File: src/rtl/multicycle_control_fsm.sv
// Multicycle ARMv4 main sequencer: FETCH..WRITEBACK state walk, NZCV flags, condition check.
// Ports: clk/reset, instruction fields (Cond, Op, Funct, Rd), ALUFlags, mem_ready in;
//        datapath selects/strobes, Flags and state_o out.
module multicycle_control_fsm #(
  parameter bit MEM_HANDSHAKE = 1'b1
) (
  input  logic       clk,
  input  logic       reset,
  input  logic [3:0] Cond,
  input  logic [1:0] Op,
  input  logic [5:0] Funct,
  input  logic [3:0] Rd,
  input  logic [3:0] ALUFlags,
  input  logic       mem_ready,
  output logic       IRWrite,
  output logic       PCWrite,
  output logic       AdrSrc,
  output logic       ALUSrcA,
  output logic [1:0] ALUSrcB,
  output logic [1:0] ResultSrc,
  output logic [3:0] ALUControl,
  output logic       RegWrite,
  output logic       MemWrite,
  output logic [1:0] ImmSrc,
  output logic [1:0] RegSrc,
  output logic [3:0] Flags,
  output logic [3:0] state_o
);

  typedef enum logic [3:0] {
    FETCH    = 4'd0,
    DECODE   = 4'd1,
    MEMADR   = 4'd2,
    MEMREAD  = 4'd3,
    MEMWB    = 4'd4,
    MEMWRITE = 4'd5,
    EXECUTER = 4'd6,
    EXECUTEI = 4'd7,
    ALUWB    = 4'd8,
    BRANCH   = 4'd9
  } state_t;

  state_t     state_q, state_d;
  logic [3:0] flags_q, flags_d;
  logic       rdy;
  logic       cond_ex;
  logic [3:0] cmd;
  logic       n, z, c, v;
  logic       wr_reg;

  assign rdy = MEM_HANDSHAKE ? mem_ready : 1'b1;
  assign cmd = Funct[4:1];
  assign {n, z, c, v} = flags_q;

  always_comb begin
    cond_ex = 1'b0;
    case (Cond)
      4'b0000: cond_ex = z;
      4'b0001: cond_ex = ~z;
      4'b0010: cond_ex = c;
      4'b0011: cond_ex = ~c;
      4'b0100: cond_ex = n;
      4'b0101: cond_ex = ~n;
      4'b0110: cond_ex = v;
      4'b0111: cond_ex = ~v;
      4'b1000: cond_ex = c & ~z;
      4'b1001: cond_ex = ~c | z;
      4'b1010: cond_ex = (n == v);
      4'b1011: cond_ex = (n != v);
      4'b1100: cond_ex = ~z & (n == v);
      4'b1101: cond_ex = z | (n != v);
      4'b1110: cond_ex = 1'b1;
      default: cond_ex = 1'b0;
    endcase
  end

  always_comb begin
    state_d    = FETCH;
    flags_d    = flags_q;
    IRWrite    = 1'b0;
    PCWrite    = 1'b0;
    AdrSrc     = 1'b0;
    ALUSrcA    = 1'b0;
    ALUSrcB    = 2'b00;
    ResultSrc  = 2'b00;
    ALUControl = 4'b0100;
    RegWrite   = 1'b0;
    MemWrite   = 1'b0;
    wr_reg     = 1'b0;
    unique case (state_q)
      FETCH: begin
        ALUSrcA   = 1'b1;
        ALUSrcB   = 2'b10;
        ResultSrc = 2'b10;
        IRWrite   = rdy;
        PCWrite   = rdy;
        state_d   = rdy ? DECODE : FETCH;
      end
      DECODE: begin
        ALUSrcA   = 1'b1;
        ALUSrcB   = 2'b10;
        ResultSrc = 2'b10;
        if (!cond_ex) state_d = FETCH;
        else begin
          case (Op)
            2'b01:   state_d = MEMADR;
            2'b00:   state_d = Funct[5] ? EXECUTEI : EXECUTER;
            2'b10:   state_d = BRANCH;
            default: state_d = FETCH;
          endcase
        end
      end
      MEMADR: begin
        ALUSrcB = 2'b01;
        state_d = Funct[0] ? MEMREAD : MEMWRITE;
      end
      MEMREAD: begin
        AdrSrc  = 1'b1;
        state_d = rdy ? MEMWB : MEMREAD;
      end
      MEMWB: begin
        ResultSrc = 2'b01;
        RegWrite  = 1'b1;
        PCWrite   = (Rd == 4'hF);
      end
      MEMWRITE: begin
        AdrSrc   = 1'b1;
        MemWrite = 1'b1;
        state_d  = rdy ? FETCH : MEMWRITE;
      end
      EXECUTER, EXECUTEI: begin
        ALUSrcB    = (state_q == EXECUTEI) ? 2'b01 : 2'b00;
        ALUControl = cmd;
        state_d    = ALUWB;
        if (Funct[0]) begin
          flags_d[3:2] = ALUFlags[3:2];
          // Only arithmetic commands produce meaningful carry/overflow.
          if (cmd == 4'b0100 || cmd == 4'b0010 || cmd == 4'b1010)
            flags_d[1:0] = ALUFlags[1:0];
        end
      end
      ALUWB: begin
        wr_reg   = (cmd != 4'b1010) && (cmd != 4'b1000);
        RegWrite = wr_reg;
        PCWrite  = wr_reg && (Rd == 4'hF);
      end
      BRANCH: begin
        ALUSrcB   = 2'b01;
        ResultSrc = 2'b10;
        PCWrite   = 1'b1;
      end
      default: state_d = FETCH;
    endcase
    // Strobes must never fire while reset is held, whatever the state.
    if (reset) begin
      IRWrite  = 1'b0;
      PCWrite  = 1'b0;
      RegWrite = 1'b0;
      MemWrite = 1'b0;
    end
  end

  always_ff @(posedge clk) begin
    if (reset) begin
      state_q <= FETCH;
      flags_q <= 4'b0000;
    end else begin
      state_q <= state_d;
      flags_q <= flags_d;
    end
  end

  assign ImmSrc  = Op;
  assign RegSrc  = {(Op == 2'b01), (Op == 2'b10)};
  assign Flags   = flags_q;
  assign state_o = state_q;

endmodule

File: config.mk
export PLATFORM = sky130hd
export DESIGN_NAME = multicycle_control_fsm
export DESIGN_NICKNAME = d
export VERILOG_FILES = /design/src/rtl/multicycle_control_fsm.sv
export SDC_FILE = /design/constraint.sdc
export NUM_CORES = 1
export LEC_CHECK = 0
export CELL_PAD_IN_SITES_DETAIL_PLACEMENT = 2
export CELL_PAD_IN_SITES_GLOBAL_PLACEMENT = 2
export CORE_MARGIN = 1.5
export CORE_UTILIZATION = 19
export DETAILED_ROUTE_END_ITERATION = 8
export HOLD_SLACK_MARGIN = 0.05
export PLACE_DENSITY = 0.87
export SLEW_MARGIN = 40
export SYNTH_ARGS = -nofsm -noshare
export SYNTH_HDL_FRONTEND = slang
export SYNTH_SLANG_ARGS = --single-unit
File: constraint.sdc
create_clock -name clk -period 2.15 [get_ports clk]
set_clock_uncertainty 0.2 [all_clocks]
set_input_delay 0.215 -clock clk [delete_from_list [all_inputs] [get_ports clk]]
set_output_delay 0.215 -clock clk [all_outputs]
set_load 0.1 [all_outputs]
Word-level counts from Yosys, hierarchy flattened. Index checks and enable logic that the tools add are counted.

Equal/unequal tests: 33. Mux-type cells: 23. Bitwise operators: 8. Reduce and logical (&&, ||, !) cells: 14.

Operators with widths (number): equality test 4 bit (second input constant) (11); equality test 4 x 3 -> 1 bit (second input constant) (9); case mux 4 bit (6 select lines) (1); equality test 4 x 2 -> 1 bit (second input constant) (5); case mux 1 bit (15 select lines) (1); case mux 4 bit (3 select lines) (1); 2-to-1 mux 1 bit (11); 2-to-1 mux 3 bit (3); equality test 4 x 1 -> 1 bit (second input constant) (2); zero test 4 bit (2); 2-to-1 mux 4 bit (2); != test 4 bit (second input constant) (2); OR reduction 2 bit (4); case mux 2 bit (3 select lines) (1); inverter 1 bit (4); case mux 1 bit (4 select lines) (1); case mux 2 bit (2 select lines) (1); AND reduction 3 bit (1); OR reduction 3 bit (1); bitwise AND 1 bit (2); equality test 2 x 1 -> 1 bit (second input constant) (1); equality test 2 bit (second input constant) (1); logical AND 1 bit (2); zero test 2 bit (1); other kinds (6) (8).

Bits in registers: 8. Bits of input ports: 23. Output and inout bits: 26. Word-level logic and storage cells: 81.

Longest topological paths before layout. Gate-level depths: netlist (run 1).

Depth after elaboration: 5. Mapped depth: 6. Mapped depth without buffers: 5.

Least setup slack after synthesis (run 1). No wires, ideal clock.

Kind: register to output. Start: reg state_q[2] (netlist: state_o[2]). End: out MemWrite. Data arrival time: 4.504 ns. Data required time: 1.735 ns. Setup slack: -2.769 ns. Stages on the path, launching flop included: 3. Path buffers: 0. Cells stage by stage: dfxtp_1 > nor2b_2 > nor4b_1.

Longest elaborated chain between the ends: 3.

Ends and longest elaborated chain: start, declared (RTL line 43) `state_t state_q, state_d;`; start signal, assigned (RTL line 168) `state_q <= state_d;`; equality test 4 x 3 -> 1 bit (RTL line 90) `unique case (state_q)`; 2-to-1 mux 1 bit (RTL line 90); 2-to-1 mux 1 bit (RTL line 155) `if (reset) begin`; end, declared (RTL line 23) `output logic MemWrite,`.

Every way passes these cells.

Worst setup path in the final report (run 1).
Start: reg state_q[2] (netlist: state_o[2]). End: out PCWrite.

Longest elaborated chain between the ends: 3. Elaborated cells on any way between the ends: 6. Classes of those cells: 3 x eq/ne; 2 x mux; 1 x reduce/logical.

Ends and longest elaborated chain: equality test 4 bit, or another cell as far along (RTL line 90); case mux 1 bit (4 select lines) * (RTL line 90); 2-to-1 mux 1 bit * (RTL line 155); end, declared (RTL line 16) `output logic PCWrite,`.

Mark *: on every way between the ends. The rest lies on a longest branch, timed or not.

==> out/results.ini, run 1 <==
[yosys]
synthTopCellsByCount = nor2_1, dfxtp_1, mux2i_1
ys_ff_latch = 8
syn_area_um2 = 868
yosysUniqueCellTypes = 43
synthArstFlopShare_pct = 0
yosysWarnings = 0
synthCells = 118
ys_seq_area_share_pct = 18.4
ys_top_cells_by_area = dfxtp_1, mux2i_1, nor2_1, nor2b_1, nand2_1
syn_area_per_cell_um2 = 7.36
synthMostInstantiatedCell = nor2_1
syn_nets = 141
ys.flop_type = dfxtp_1
synth_edf_count = 0
synth.largest_area_cell = dfxtp_1
synth_top_cell_area_share_pct = 18.4

[clock_tree]
clock_latency_ns = 0.23
cts_buffers = 3
htree_levels = 1
cts.sinks = 8
root_buffer = clkbuf_8
cts_max_path_buffers = 2
path_clk_slew_ns = 0.04
cts_tree = yes

[sta]
hold_slack_ns = 0.384
worst_slack_ns = 0.0976
period_minus_slack_ns = 2.05
fmax_mhz = 487
finalCritPeriodShare_pct = 95.5
grt_setup_unrepaired = false
hold_viol_final = 0
tightest_slew_ns = 0.399
finalSetupViolations = 0
slew_violations = 0
slew_headroom_pct = 73.1

[placed_design]
place.port_buffers = 48
gp_congestion = 0.779
dp_hpwl_mm = 3.12
dp.cells = 211
pre_cts_slack_ns = -0.151

[power_and_ir_drop]
power_leakage_nw = 0.673
total_power_uw = 647
powerDensity_nw_per_um2 = 382
ir_drop_mv = 0.220

[finish]
post-route-util_pct = 38.7
diodes = 0
fin_cells = 217
nets = 189
area_delta_synth_final_pct = 95.4
drive_gt1_share_pct = 37.0

[die]
dieWidth_um = 70.6
ios = 49
core_um2 = 4380
placementRows = 24
dieArea_um2 = 4990
initial_core_util_pct = 19.8
dieHeight_um = 70.6

[worst_hold_path]
holdPathStages = 2
hold_start = Flags[1]
holdPathEnd = Flags[1]
hp-class = flop to flop

[critical_path]
worstSetupStartpointType = flop
crit_fanout = 15
critPathKind = flop to primary output
rr_worst_depth = 6
reg2reg_from = state_o[2]
rr_endpoint = Flags[1]
cp-end-kind = primary output
arrival_ns = 1.64
r2r_setup_slack_ns = 0.23
critPathRequiredTime_ns = 1.74

[detailed_routing]
ant_nets = 0
totalWireLength_mm = 3.78
drc_errors = 0
dr_total_vias = 1078
viasPerCell = 4.97
wl_per_cell_um = 17.4
dr.pass1.iters = 3
drtIter0Drc = 33

[global_routing]
grt_overflow = 0
antenna_found_initial = 0
grt_pass1_vias = 1232
grt_max_degree = 21
grtUsageTotal_pct = 15.4
grt_first_pass_wirelength_mm = 6.20

[outcome]
outcome = finished, final reports clean

[flow_run]
cap_violations = 0

cell type report:
type | count | area [µm²]
inverters | 3 | 11.3
well taps | 52 | 65.1
clock buffers | 4 | 45.0
repair buffers | 54 | 691
fillers | 488 | 2690
multi-input cells | 96 | 704
flip-flops and latches | 8 | 180
power breakdown:
group	total (mW)	leakage, nW	internal, mW	switching [mW]
logic	0.303	0.580	0.118	0.185
clock network	0.185	0.0228	0.128	0.0570
registers	0.159	0.0698	0.149	0.00990
total	0.647	0.673	0.396	0.252
cells in the final DEF, fill, tap and decap left out, types with 2 or more instances in the layout:
cell,instances
nor2_4,2
inv_2,2
buf_4,14
nand4_1,3
nor4bb_1,2
clkdlybuf4s50_1,20
mux2i_1,8
nand3_1,2
o41ai_1,2
nand2_1,7
xnor2_1,2
o211ai_1,2
nor2b_1,5
and2_1,2
nor3b_1,3
nor2_1,15
dfxtp_4,4
dfxtp_2,4
buf_12,18
clkbuf_8,3
dlymetal6s2s_1,2
and3_2,4
o21ai_0,5
o31ai_1,2
a21oi_1,5
o21ai_1,3
flip-flops by register name, indices dropped and copies added, names as in the netlist:
signal and count:
Flags 4, state_o 4
repair_timing:
| item | in CTS | in global routing |
|---|---|---|
| hold buffers | 0 | 0 |
| resized for setup | 0 | 2 |
| endpoints found under the setup margin | 0 | 5 |
| setup buffers | 0 | 2 |
how the worst max path moves through the flow:
stage	slack (ns)	from	endpoint	depth (start not counted)
finish	0.1	state_o[2]	PCWrite	6
global route	0.03	state_o[2]	PCWrite	6
CTS	0.02	state_o[2]	PCWrite	5
detailed placement	-0.15	Cond[2]	state_o[3]	6
global placement	0.03	Cond[2]	state_o[3]	6
floorplan	-0.14	state_o[1]	MemWrite	3
critical path: stages (launching register included):
cell	delay [ns]
dfxtp_4	0.41
nand2b_1	0.18
a21oi_1	0.12
o21ai_1	0.09
o21ai_0	0.19
and3_2	0.23
buf_12	0.17
layer usage:
| layer | vias up | wire length (µm) | global-route usage, % |
|---|---|---|---|
| li1 | 519 | - | - |
| met1 | 539 | 1420 | 16.1 |
| met2 | 20 | 2230 | 31.7 |
| met3 | 0 | 123 | 3.70 |
| met4 | 0 | 0 | 1.89 |
| met5 | - | 0 | 0 |
logic make-up (layout without fill, tap and decap cells):
group,Yosys count,in the layout,synth area share [%]
XOR/XNOR,2,2,2.02
buffers and inverters,14,61,9.37
multiplexers,9,9,11.0
flip-flops,8,8,18.4
AO/OA/AOI/OAI,26,26,20.0
AND/OR/NAND/NOR,59,59,39.2
metrics by stage:
stage          instance area (µm²)  TNS (ns)
3_5_place_dp                  1630    -0.530
5_1_grt                       1700         0
3_3_place_gp                  1630         0
6_report                      1700         0
4_1_cts                       1680         0
2_1_floorplan                 1010    -0.267
(Power assumes the default switching activity.)
==> run 2, diff against run 1 <==
--- a/config.mk
+++ b/config.mk
@@ -7,7 +7,8 @@
 export LEC_CHECK = 0
 export CELL_PAD_IN_SITES_DETAIL_PLACEMENT = 2
 export CELL_PAD_IN_SITES_GLOBAL_PLACEMENT = 2
-export CORE_MARGIN = 1.5
+export CORE_ASPECT_RATIO = 1.5
+export CORE_MARGIN = 4
 export CORE_UTILIZATION = 19
 export DETAILED_ROUTE_END_ITERATION = 8
 export HOLD_SLACK_MARGIN = 0.05
==> run 2 against run 1 <==
  * First-iteration DRC count rose by 18%
  * Flip-flop and latch count did not move
  * Die area rose by 15%
  * Cell area rose by 1.7%
  * Clock power barely moved
  * Largest power group unchanged
  * Register-to-register slack improved by 0.04 ns
  * Non-clock buffer count rose by 5
  * Worst hold slack improved by 0.010 ns
  * Cell count fell by 0.46%
  * Power rose by 1.5%
  * Worst setup slack got worse by 0.047 ns
  * Via count rose by 5.9%
==> out/results.ini, run 2 (synthesis gave the netlist of run 1 again) <==
[detailed_routing]
drc_errors = 0  ; unchanged
drtIter0Drc = 39  ; was 33
wl_per_cell_um = 20.0  ; was 17.4 µm
dr.pass1.iters = 4  ; was 3
totalWireLength_mm = 4.32  ; was 3.78 mm
ant_nets = 0  ; unchanged
dr_total_vias = 1142  ; was 1,078
viasPerCell = 5.29  ; was 4.97

[critical_path]
rr_worst_depth = 6  ; unchanged
cp-end-kind = primary output  ; unchanged
worstSetupStartpointType = input port  ; was flop
crit_path_start = Funct[1]  ; was state_o[2]
r2r_setup_slack_ns = 0.27  ; was 0.23 ns
arrival_ns = 1.68  ; was 1.64 ns
critPathKind = input port to primary output  ; was flop to primary output
critPathRequiredTime_ns = 1.74  ; about the same
rr_endpoint = state_o[0]  ; was Flags[1]
crit_fanout = 3  ; was 15
crit_end = PCWrite  ; unchanged
reg2reg_from = state_o[2]  ; unchanged

[clock_tree]
path_clk_slew_ns = 0.04  ; about the same
htree_levels = 1  ; unchanged
clock_latency_ns = 0.23  ; about the same
root_buffer = clkbuf_8  ; unchanged
cts_max_path_buffers = 2  ; unchanged
cts_tree = yes  ; unchanged
cts.sinks = 8  ; unchanged
cts_buffers = 3  ; unchanged

[global_routing]
grtUsageTotal_pct = 14.1  ; was 15.4%
grt_util_met2_pct = 28.0  ; was 31.7%
met1_usage_pct = 14.2  ; was 16.1%
grt_pass1_vias = 1271  ; was 1,232
grt_first_pass_wirelength_mm = 6.44  ; was 6.20 mm
grt_overflow = 0  ; unchanged
grt_max_degree = 21  ; unchanged
antenna_found_initial = 0  ; unchanged
grt.met3_usage_pct = 1.87  ; was 3.70%
busiest_layer = met2  ; unchanged

[finish]
post-route-util_pct = 40.0  ; was 38.7%
diodes = 0  ; unchanged
final_cell_mix = clkdlybuf4s50_1, buf_4, buf_12, nor2_1, mux2i_1  ; was clkdlybuf4s50_1, buf_12, nor2_1, buf_4, mux2i_1
drive_gt1_share_pct = 39.4  ; was 37.0%
layout_commonest_cell = clkdlybuf4s50_1  ; unchanged
nets = 194  ; was 189
n_fill_cell = 488  ; unchanged
area_delta_synth_final_pct = 98.7  ; was 95.4%
fin_area_um2 = 1730  ; was 1700 µm²

[worst_hold_path]
holdPathStages = 2  ; unchanged
hp-class = flop to flop  ; unchanged

[sta]
fmax_mhz = 476  ; was 487 MHz
period_minus_slack_ns = 2.10  ; was 2.05 ns
slew_headroom_pct = 70.0  ; was 73.1%
finalSetupViolations = 0  ; unchanged
slew_violations = 0  ; unchanged
hold_viol_final = 0  ; unchanged
tightest_slew_ns = 0.444  ; was 0.399 ns
finalCritPeriodShare_pct = 97.6  ; was 95.5%

[power_and_ir_drop]
powerDensity_nw_per_um2 = 381  ; was 382 nW/µm²
power_frac_clock_pct = 28.6  ; about the same
power.switching_uw = 258  ; was 252 µW
power_leakage_nw = 0.682  ; was 0.673 nW
seq_power_share_pct = 23.9  ; was 24.5%
ir_drop_mv = 0.158  ; was 0.220 mV
power.share.switching_pct = 39.2  ; was 38.9%
p_comb_share_pct = 47.4  ; was 46.8%
p_int_uw = 400  ; was 396 µW

[placed_design]
dp_hpwl_mm = 3.24  ; was 3.12 mm
gp_congestion = 0.867  ; was 0.779
placed_area_um2 = 1630  ; unchanged
place.port_buffers = 48  ; unchanged

[die]
placementRows = 29  ; was 24
core_um2 = 4320  ; was 4380 µm²
dieHeight_um = 90.8  ; was 70.6 µm
initial_core_util_pct = 20.1  ; was 19.8%
ios = 49  ; unchanged
dieArea_um2 = 5740  ; was 4990 µm²
dieWidth_um = 63.2  ; was 70.6 µm

[flow_run]
cap_violations = 0  ; unchanged

[outcome]
outcome = finished, final reports clean  ; unchanged

[run 2: cell type report]
cell class                      count  area, µm²  share of cell area [%]
Inverter                            3       11.3                   0.653
Multi-Input combinational cell     96        708                    41.0
Sequential cell                     8        180                    10.4
Tap cell                           46       57.6                    3.34
Clock buffer                        4       45.0                    2.61
Timing Repair Buffer               59        723                    41.9
[run 2: power groups by stage]
stage / registers (mW) / clock network (mW) / logic, mW
finish: 0.157 / 0.188 / 0.312
global route: 0.158 / 0.207 / 0.325
CTS: 0.159 / 0.193 / 0.305
detailed placement: 0.161 / 0 / 0.304
global placement: 0.161 / 0 / 0.296
floorplan: 0.175 / 0 / 0.170
[run 2: critical path, cell delays in order]
cell and delay, ns:
clkdlybuf4s50_1 0.54, nor2_1 0.07, a21oi_1 0.19, o21ai_2 0.10, o21ai_0 0.17, and3_2 0.23, buf_12 0.17
[run 2: repair_timing]
item / in CTS / in global routing
resized for setup: 0 / 1
endpoints found under the setup margin: 0 / 1
hold buffers: 0 / 0
buffers inserted: 0 / 6
[run 2: worst min-delay path by stage]
stage | start | to | slack (ns)
3_3_place_gp | Flags[1] | Flags[1] | 0.36
4_1_cts | Flags[1] | Flags[1] | 0.40
5_1_grt | Funct[5] | state_o[0] | 0.44
6_report | Flags[1] | Flags[1] | 0.39
2_1_floorplan | Op[1] | state_o[2] | 0.11
3_5_place_dp | Flags[1] | Flags[1] | 0.38
[run 2: through the flow]
stage / instances / TNS [ns] / setup WS [ns] / power, mW / hold WS (ns)
3_3_place_gp: 206 / 0 / 0.0154 / 0.457 / 0.364
3_5_place_dp: 206 / -0.460 / -0.129 / 0.466 / 0.382
2_1_floorplan: 118 / -0.267 / -0.143 / 0.345 / 0.109
4_1_cts: 210 / 0 / 0.00419 / 0.657 / 0.395
5_1_grt: 216 / -0.0579 / -0.0570 / 0.690 / 0.441
6_report: 216 / 0 / 0.0509 / 0.657 / 0.394
[run 2: routing by layer]
metal  part of all wire [%]  up-vias
met5                      0        -
met2                     57       48
li1                       -      528
met1                     36      558
met3                    4.2        8
met4                    3.0        0
==> run 3, diff against run 2 <==
--- a/config.mk
+++ b/config.mk
@@ -12,7 +12,7 @@
 export CORE_UTILIZATION = 19
 export DETAILED_ROUTE_END_ITERATION = 8
 export HOLD_SLACK_MARGIN = 0.05
-export PLACE_DENSITY = 0.87
+export PLACE_DENSITY_LB_ADDON = 0.12
 export SLEW_MARGIN = 40
 export SYNTH_ARGS = -nofsm -noshare
 export SYNTH_HDL_FRONTEND = slang
==> run 3 against run 2 <==
  * Worst setup slack better by 0.053 ns
  * Via count down 5.2%
  * Flip-flop and latch count unchanged
  * Count of clock-buffer cells in the layout unchanged
  * Maximum frequency up 2.6%
  * Wire length down 17%
  * Critical endpoint is now ALUSrcB[0]
  * Largest cell class unchanged
==> out/results.ini, run 3 (synthesis gave the netlist of run 1 again) <==
[finish]
layout_commonest_cell = clkdlybuf4s50_1  ; unchanged
fin_area_um2 = 1720  ; was 1730 µm²
final_cell_mix = clkdlybuf4s50_1, buf_12, buf_4, nor2_1, mux2i_1  ; was clkdlybuf4s50_1, buf_4, buf_12, nor2_1, mux2i_1
drive_gt1_share_pct = 38.7  ; was 39.4%
diodes = 0  ; unchanged
nets = 192  ; was 194
area_delta_synth_final_pct = 98.0  ; was 98.7%

[sta]
finalCritPeriodShare_pct = 95.2  ; was 97.6%
fmax_mhz = 489  ; was 476 MHz
slew_headroom_pct = 77.0  ; was 70.0%
hold_viol_final = 0  ; unchanged
finalSetupViolations = 0  ; unchanged
tightest_slew_ns = 0.341  ; was 0.444 ns
period_minus_slack_ns = 2.05  ; was 2.10 ns
grt_setup_unrepaired = false
hold_slack_ns = 0.371  ; was 0.394 ns
slew_violations = 0  ; unchanged

[die]
ios = 49  ; unchanged
core_um2 = 4320  ; unchanged
dieArea_um2 = 5740  ; unchanged
initial_core_util_pct = 20.1  ; unchanged
dieWidth_um = 63.2  ; unchanged
dieHeight_um = 90.8  ; unchanged
placementRows = 29  ; unchanged

[global_routing]
grt_pass1_vias = 1191  ; was 1,271
grt_max_degree = 21  ; unchanged
antenna_found_initial = 0  ; unchanged
grt_first_pass_wirelength_mm = 5.65  ; was 6.44 mm
grtUsageTotal_pct = 12.3  ; was 14.1%
grt_overflow = 0  ; unchanged

[clock_tree]
cts.sinks = 8  ; unchanged
clock_latency_ns = 0.23  ; about the same
root_buffer = clkbuf_8  ; unchanged
cts_max_path_buffers = 2  ; unchanged
cts_tree = yes  ; unchanged
htree_levels = 1  ; unchanged
path_clk_slew_ns = 0.04  ; about the same
hold_buffers = 0  ; unchanged
cts_buffers = 3  ; unchanged

[detailed_routing]
totalWireLength_mm = 3.60  ; was 4.32 mm
viasPerCell = 5.06  ; was 5.29
drtIter0Drc = 5  ; was 39
dr_total_vias = 1083  ; was 1,142
wl_per_cell_um = 16.8  ; was 20.0 µm
ant_nets = 0  ; unchanged
dr.pass1.iters = 2  ; was 4
drc_errors = 0  ; unchanged

[power_and_ir_drop]
ir_drop_mv = 0.151  ; was 0.158 mV
powerDensity_nw_per_um2 = 379  ; was 381 nW/µm²
power_leakage_nw = 0.691  ; was 0.682 nW

[critical_path]
arrival_ns = 1.63  ; was 1.68 ns
cp_slowest_cell = dfxtp_4  ; was clkdlybuf4s50_1
critPathKind = flop to primary output  ; was input port to primary output
cpMostUsedCell = nand2_1
cp-end-kind = primary output  ; unchanged
path_cells = nor2b_4 -> nand2_1 -> o21ai_0 -> nand2_1 -> o31ai_4 -> buf_12  ; was clkdlybuf4s50_1 -> nor2_1 -> a21oi_1 -> o21ai_2 -> o21ai_0 -> and3_2 -> buf_12
crit_fanout = 15  ; was 3
worstSetupStartpointType = flop  ; was input port
critPathRequiredTime_ns = 1.74  ; about the same
critPathMaxStageDelay_ns = 0.47  ; was 0.54 ns

[placed_design]
place.port_buffers = 48  ; unchanged
dp_hpwl_mm = 3.04  ; was 3.24 mm
gp_congestion = 0.799  ; was 0.867
placed_area_um2 = 1650  ; was 1630 µm²

[outcome]
outcome = finished, final reports clean  ; unchanged

[flow_run]
cap_violations = 0  ; unchanged

[worst_hold_path]
hp-class = flop to flop  ; unchanged

[run 3: metrics by stage]
step           utilization [%]  TNS, ns  worst slack, ns  total power, mW  instances
2_1_floorplan                -   -0.267           -0.143            0.345        118
3_3_place_gp              38.1   -0.143          -0.0459            0.461        208
3_5_place_dp              38.1   -0.781           -0.319            0.466        208
4_1_cts                   39.4        0           0.0266            0.656        212
5_1_grt                   39.8        0          0.00597            0.684        214
6_report                  39.8        0            0.104            0.652        214
[run 3: final timing paths]
kind	startpoint	to	slack [ns]	cells after the start
hold / removal	Flags[2]	Flags[2]	0.37	2
setup / recovery	state_o[2]	ALUSrcB[0]	0.10	6
hold reg to reg	Flags[2]	Flags[2]	0.37	2
setup reg to reg	Flags[3]	state_o[2]	0.34	6
[run 3: area by class of cell]
type	instances	area, µm²
flip-flops and latches	8	180
clock buffers	4	45.0
well taps	46	57.6
fillers	494	2600
multi-input cells	96	712
repair buffers	57	713
inverters	3	11.3
[run 3: report_power, final]
group / total, mW / switching, mW / internal, mW
clock network: 0.186 / 0.0578 / 0.128
registers: 0.159 / 0.0100 / 0.149
logic: 0.307 / 0.183 / 0.123
[run 3: critical path: cells and delay by family, from the launching register on]
family	cells	cell delay, ns
and+or+nand+nor	3	0.49
DFF	1	0.47
AOI/OAI and AO/OA	2	0.22
buffers and inverters	1	0.21
[run 3: repair_timing]
item / 4_1_cts / 5_1_grt
pin swaps: 0 / 1
resized for setup: 1 / 2
setup buffers: 0 / 2
setup endpoints to repair: 2 / 6
[run 3: routing by layer]
metal	global-route usage [%]	vias up	part of all wire, %
met2	27.0	28	62
met1	10.5	524	33
met4	4.86	0	1.4
li1	-	527	-
met3	1.37	4	3.4
met5	0	-	0
